## config.mk

```make
export PLATFORM = sky130hd
export DESIGN_NAME = mem_port_arbiter
export DESIGN_NICKNAME = d
export VERILOG_FILES = /design/src/rtl/mem_port_arbiter_pkg.sv /design/src/rtl/mem_port_arbiter.sv
export SDC_FILE = /design/constraint.sdc
export NUM_CORES = 1
export LEC_CHECK = 0
export CAP_MARGIN = 20
export CORE_MARGIN = 2
export CORE_UTILIZATION = 43
export DETAILED_ROUTE_END_ITERATION = 7
export PLACE_DENSITY = 0.82
export SYNTH_ARGS = -nofsm -noshare
export SYNTH_HDL_FRONTEND = slang
export SYNTH_SLANG_ARGS = --single-unit
```

## constraint.sdc

```tcl
create_clock -name clk -period 7.3 [get_ports clk]
set_input_delay 2.19 -clock clk [delete_from_list [all_inputs] [get_ports clk]]
set_output_delay 2.19 -clock clk [all_outputs]
set_load 0.01 [all_outputs]
```

## src/rtl/mem_port_arbiter_pkg.sv

```systemverilog
// Shared types for the instruction/data memory port arbiter: FSM states,
// port-owner encoding and the busy-cycle counter helper.
package mem_port_arbiter_pkg;

    typedef enum logic [1:0] {
        IDLE = 2'd0,
        BUSY = 2'd1,
        DONE = 2'd2
    } arb_state_e;

    typedef enum logic {
        OWN_IF = 1'b0,
        OWN_D  = 1'b1
    } owner_e;

    localparam int unsigned CNT_W = 8;

    // Saturating increment so a stuck count never wraps back to zero.
    function automatic logic [CNT_W-1:0] sat_inc(input logic [CNT_W-1:0] v);
        return (v == '1) ? v : v + 1'b1;
    endfunction

endpackage

```

## src/rtl/mem_port_arbiter.sv

```systemverilog
// Arbitrates one shared word-addressed memory port between an instruction
// fetch requester and a data load/store requester. One access at a time:
// IDLE grants, BUSY holds the memory request, DONE returns a one-cycle ack.
// Misaligned addresses and accesses that outlive TIMEOUT report err and
// complete with zero read data.
module mem_port_arbiter
    import mem_port_arbiter_pkg::*;
#(
    parameter int unsigned ADDR_W  = 32,
    parameter int unsigned DATA_W  = 32,
    parameter int unsigned TIMEOUT = 255
) (
    input  logic              clk,
    input  logic              rst,
    input  logic              if_req,
    input  logic [ADDR_W-1:0] if_addr,
    output logic              if_ack,
    output logic [DATA_W-1:0] if_rdata,
    input  logic              d_req,
    input  logic              d_we,
    input  logic [ADDR_W-1:0] d_addr,
    input  logic [DATA_W-1:0] d_wdata,
    output logic              d_ack,
    output logic [DATA_W-1:0] d_rdata,
    output logic              mem_req,
    output logic              mem_we,
    output logic [ADDR_W-1:0] mem_addr,
    output logic [DATA_W-1:0] mem_wdata,
    input  logic [DATA_W-1:0] mem_rdata,
    input  logic              mem_ack,
    output logic              err
);

    arb_state_e        state_q, state_d;
    owner_e            owner_q, owner_d;
    owner_e            last_q, last_d;
    logic [ADDR_W-1:0] addr_q, addr_d;
    logic              we_q, we_d;
    logic [DATA_W-1:0] wdata_q, wdata_d;
    logic [CNT_W-1:0]  cnt_q, cnt_d;
    logic              err_q, err_d;
    logic [DATA_W-1:0] if_rdata_q, if_rdata_d;
    logic [DATA_W-1:0] d_rdata_q, d_rdata_d;

    logic              pick_d;
    logic [ADDR_W-1:0] req_addr;
    logic              timeout_hit;

    // Data wins unless it also won last time and a fetch is waiting.
    assign pick_d      = d_req && !(last_q == OWN_D && if_req);
    assign req_addr    = pick_d ? d_addr : if_addr;
    assign timeout_hit = (32'(cnt_q) + 32'd1) >= TIMEOUT;

    // State and latched-access registers, cleared asynchronously.
    always_ff @(posedge clk or posedge rst) begin
        if (rst) begin
            state_q    <= IDLE;
            owner_q    <= OWN_IF;
            last_q     <= OWN_IF;
            addr_q     <= '0;
            we_q       <= 1'b0;
            wdata_q    <= '0;
            cnt_q      <= '0;
            err_q      <= 1'b0;
            if_rdata_q <= '0;
            d_rdata_q  <= '0;
        end else begin
            state_q    <= state_d;
            owner_q    <= owner_d;
            last_q     <= last_d;
            addr_q     <= addr_d;
            we_q       <= we_d;
            wdata_q    <= wdata_d;
            cnt_q      <= cnt_d;
            err_q      <= err_d;
            if_rdata_q <= if_rdata_d;
            d_rdata_q  <= d_rdata_d;
        end
    end

    // Next-state logic: grant in IDLE, wait for mem_ack or timeout in BUSY.
    always_comb begin
        state_d    = state_q;
        owner_d    = owner_q;
        last_d     = last_q;
        addr_d     = addr_q;
        we_d       = we_q;
        wdata_d    = wdata_q;
        cnt_d      = cnt_q;
        err_d      = err_q;
        if_rdata_d = if_rdata_q;
        d_rdata_d  = d_rdata_q;

        unique case (state_q)
            IDLE: begin
                if (if_req || d_req) begin
                    owner_d = pick_d ? OWN_D : OWN_IF;
                    last_d  = pick_d ? OWN_D : OWN_IF;
                    addr_d  = {2'b00, req_addr[ADDR_W-1:2]};
                    we_d    = pick_d && d_we;
                    wdata_d = pick_d ? d_wdata : '0;
                    cnt_d   = '0;
                    if (req_addr[1:0] != 2'b00) begin
                        // Misaligned: complete straight away without touching memory.
                        err_d   = 1'b1;
                        state_d = DONE;
                        if (pick_d) d_rdata_d  = '0;
                        else        if_rdata_d = '0;
                    end else begin
                        err_d   = 1'b0;
                        state_d = BUSY;
                    end
                end
            end
            BUSY: begin
                if (mem_ack) begin
                    err_d   = 1'b0;
                    state_d = DONE;
                    if (owner_q == OWN_D) d_rdata_d  = mem_rdata;
                    else                  if_rdata_d = mem_rdata;
                end else if (timeout_hit) begin
                    err_d   = 1'b1;
                    state_d = DONE;
                    if (owner_q == OWN_D) d_rdata_d  = '0;
                    else                  if_rdata_d = '0;
                end else begin
                    cnt_d = sat_inc(cnt_q);
                end
            end
            DONE: begin
                err_d   = 1'b0;
                state_d = IDLE;
            end
            default: begin
                state_d = IDLE;
            end
        endcase
    end

    assign mem_req   = (state_q == BUSY);
    assign mem_we    = (state_q == BUSY) && we_q;
    assign mem_addr  = addr_q;
    assign mem_wdata = wdata_q;
    assign if_ack    = (state_q == DONE) && (owner_q == OWN_IF);
    assign d_ack     = (state_q == DONE) && (owner_q == OWN_D);
    assign err       = (state_q == DONE) && err_q;
    assign if_rdata  = if_rdata_q;
    assign d_rdata   = d_rdata_q;

endmodule

```

==> results.txt <==
Max Clock Freq - 201 MHz
Critical path startpoint category - primary input
Total gr overflow - 0
Lkg Pwr - 4.39 nW
Max VDD drop - 0.218 mV
Num CTS Buffers - 17
Final net count - 905
Hold endpoint - mem_addr[1]
Synthesis Warnings - 0
Gates resized, CTS repair - 0
Mapped Area - 6300 um2
Hold Vio Cnt, Final - 0
Diodes inserted - 0
Status - finished, final reports clean
Seq/Total Area, Yosys - 0.552
Slew margin rel. - 0.343
First-pass GRT wire length - 28100 um
Initial DRC count - 278
TNS Setup - 0 ps
H-tree depth - 4
Post-layout util - 0.673
Placer Congestion - 0.848
CTS root buf - clkbuf_16
Reg-to-reg endpoint - if_rdata[1]
Clock Skews - 10.3 ps
RSZ-0062 raised after global routing - false
DIE AREA - 15600 um2
Average instance area after synthesis - 12.4 um2
CTS tree - built
R2r startpoint - state_q[1]
Pre-antenna DRT Iters - 4
Top cell type's share of synthesized area - 0.552
Post-synth EDFFs - 0
Top fanout value on the critical path - 33
Yosys reg bits - 139
WL final - 17300 um
Vias in the first global route - 5383
Starting Density - 0.437
Hold Startpoint - mem_addr[1]
Most frequent cells after synthesis - 139 x dfrtp_1, 41 x o21ai_0, 35 x and3_1, 35 x nand2_1, 34 x mux2_2
DRC viols - 0
GRT Overall Usage - 0.224
Clock insertion delay at the later pin of the skew report - 420 ps
Post-synth top area cell - dfrtp_1
# IOs - 267
CP Class - in -> reg
Tmin final - 4960 ps
Vias per cell - 5.29
Layout cells sized above 1 - 0.140
Top_reg_cell synth - dfrtp_1
PD cells - 347 nW/um2
Initial antenna violation count - 0
Reg-to-reg slack, setup - 4070 ps
CTS Hold Buffers Added - 0
Port buffer count - 264
Area growth, synth to finish - 54.2%
Standard-cell rows - 44
Antenna-violating nets left - 0
Reg clk slew, reported paths - 60 ps
Worst slew pin tran - 982 ps
Core footprint - 14400 um2
R2R cell count - 9
Clk buf depth - 2
Synth cell types - 49
Worst endpoint required time - 7590 ps
Tcrit/Tclk final - 0.680
Synth Instances - 510
Hold Crit Depth - 2
# setup viols final - 0
WP data arrival - 5260 ps
Final Slew Violations - 0
Largest cells by area after synthesis - dfrtp_1 55%, mux2_4 7.2%, mux2_2 6.1%
Worst hold-check path type - reg -> reg
Critical path endpoint category - flop
Vias - 5082
Die width - 125 um
Die height - 125 um
Ys async rst share - 1.00
Setup Fix Bufs, Post-CTS - 0
Most numerous cell in the Yosys netlist - dfrtp_1
Number of clock sinks - 139
# Max-Cap Violations - 0
Avg WL per Cell - 18.0 um
Pin count of the biggest net entering global routing - 72
Post-DP HPWL - 12400 um
[layer usage]
metal,part of all wire,track usage
met5,0,0
met4,0.028,0.0974
met3,0.083,0.0826
met2,0.50,0.376
met1,0.39,0.259
[metrics by stage]
stage	power [mW]	cells	cell area, um2	setup WS [ps]	hold WS, ps
final	3.37	961	9710	2340	480
after global routing	3.54	961	9710	2180	504
after CTS	3.41	961	9710	2350	484
after detailed placement	2.49	931	9100	1910	472
after global placement	2.45	931	9100	1980	462
after floorplan	1.79	511	6300	1390	465
[worst max-delay path by stage]
| stage | start | end | cells after the start |
|---|---|---|---|
| after floorplan | rst | cnt_q[0] | 1 |
| after global placement | mem_ack | if_rdata[30] | 8 |
| after detailed placement | mem_ack | if_rdata[30] | 8 |
| after CTS | mem_ack | if_rdata[30] | 8 |
| after global routing | mem_ack | if_rdata[30] | 8 |
| final | mem_ack | if_rdata[30] | 8 |
[critical path: stages]
cell             delay, ps
clkdlybuf4s50_1       1120
nand2b_1               260
a41oi_1                 70
buf_4                  210
and4_1                 230
a211oi_4               210
buf_4                  540
mux2_2                 400
[final cells by class]
type	instances	area [um2]
clock buffer	19	443
clock inverter	11	170
fill	1046	4710
inverter	10	42.5
multi-input combinational	326	2650
sequential	139	3480
tap	184	230
timing repair buffer	272	2700
[sequential cells by signal, summed over array words and instances (netlist names)]
register,flops
cnt_q,8
d_rdata,32
err_q,1
if_rdata,32
last_q,1
mem_addr,30
mem_wdata,32
state_q,2
we_q,1
[placed cells by master, fill, tap and decap left out, drive strengths merged, types with 2 or more instances in the layout]
cell type	synthesis	routed
ha	5	5
nor4b	2	2
nand2	36	36
inv	10	11
o21ai	41	41
a211oi	2	2
nor3	4	4
a22o	33	33
buf	11	8
and4	3	3
bufinv	0	4
clkinvlp	0	3
o21a	2	2
a31oi	5	5
and3	35	35
nor2	11	11
conb	1	2
nor2b	3	3
a41o	2	2
a21oi	6	6
dfrtp	139	139
clkbuf	25	19
clkinv	0	3
nand3	5	5
mux2	66	66
a21boi	2	2
o211ai	4	4
clkdlybuf4s50	0	264
mux2i	31	31
or4	2	2
a41oi	3	3
and2	5	5
nand2b	2	2
[logic make-up after synthesis]
kind of cell	after synthesis	synth area share
compound gates	109	0.122
fa+ha+maj	5	0.00993
buf+inv	46	0.0346
flops	139	0.552
mux	97	0.185
other cells	1	0.000595
simple gates	113	0.0958
[power breakdown]
part,switching [mW],internal [mW]
sequential,0.146,1.01
clock,0.323,0.577
combinational,0.601,0.721
total,1.07,2.30
Note: power is estimated with default switching activity, not from simulation.
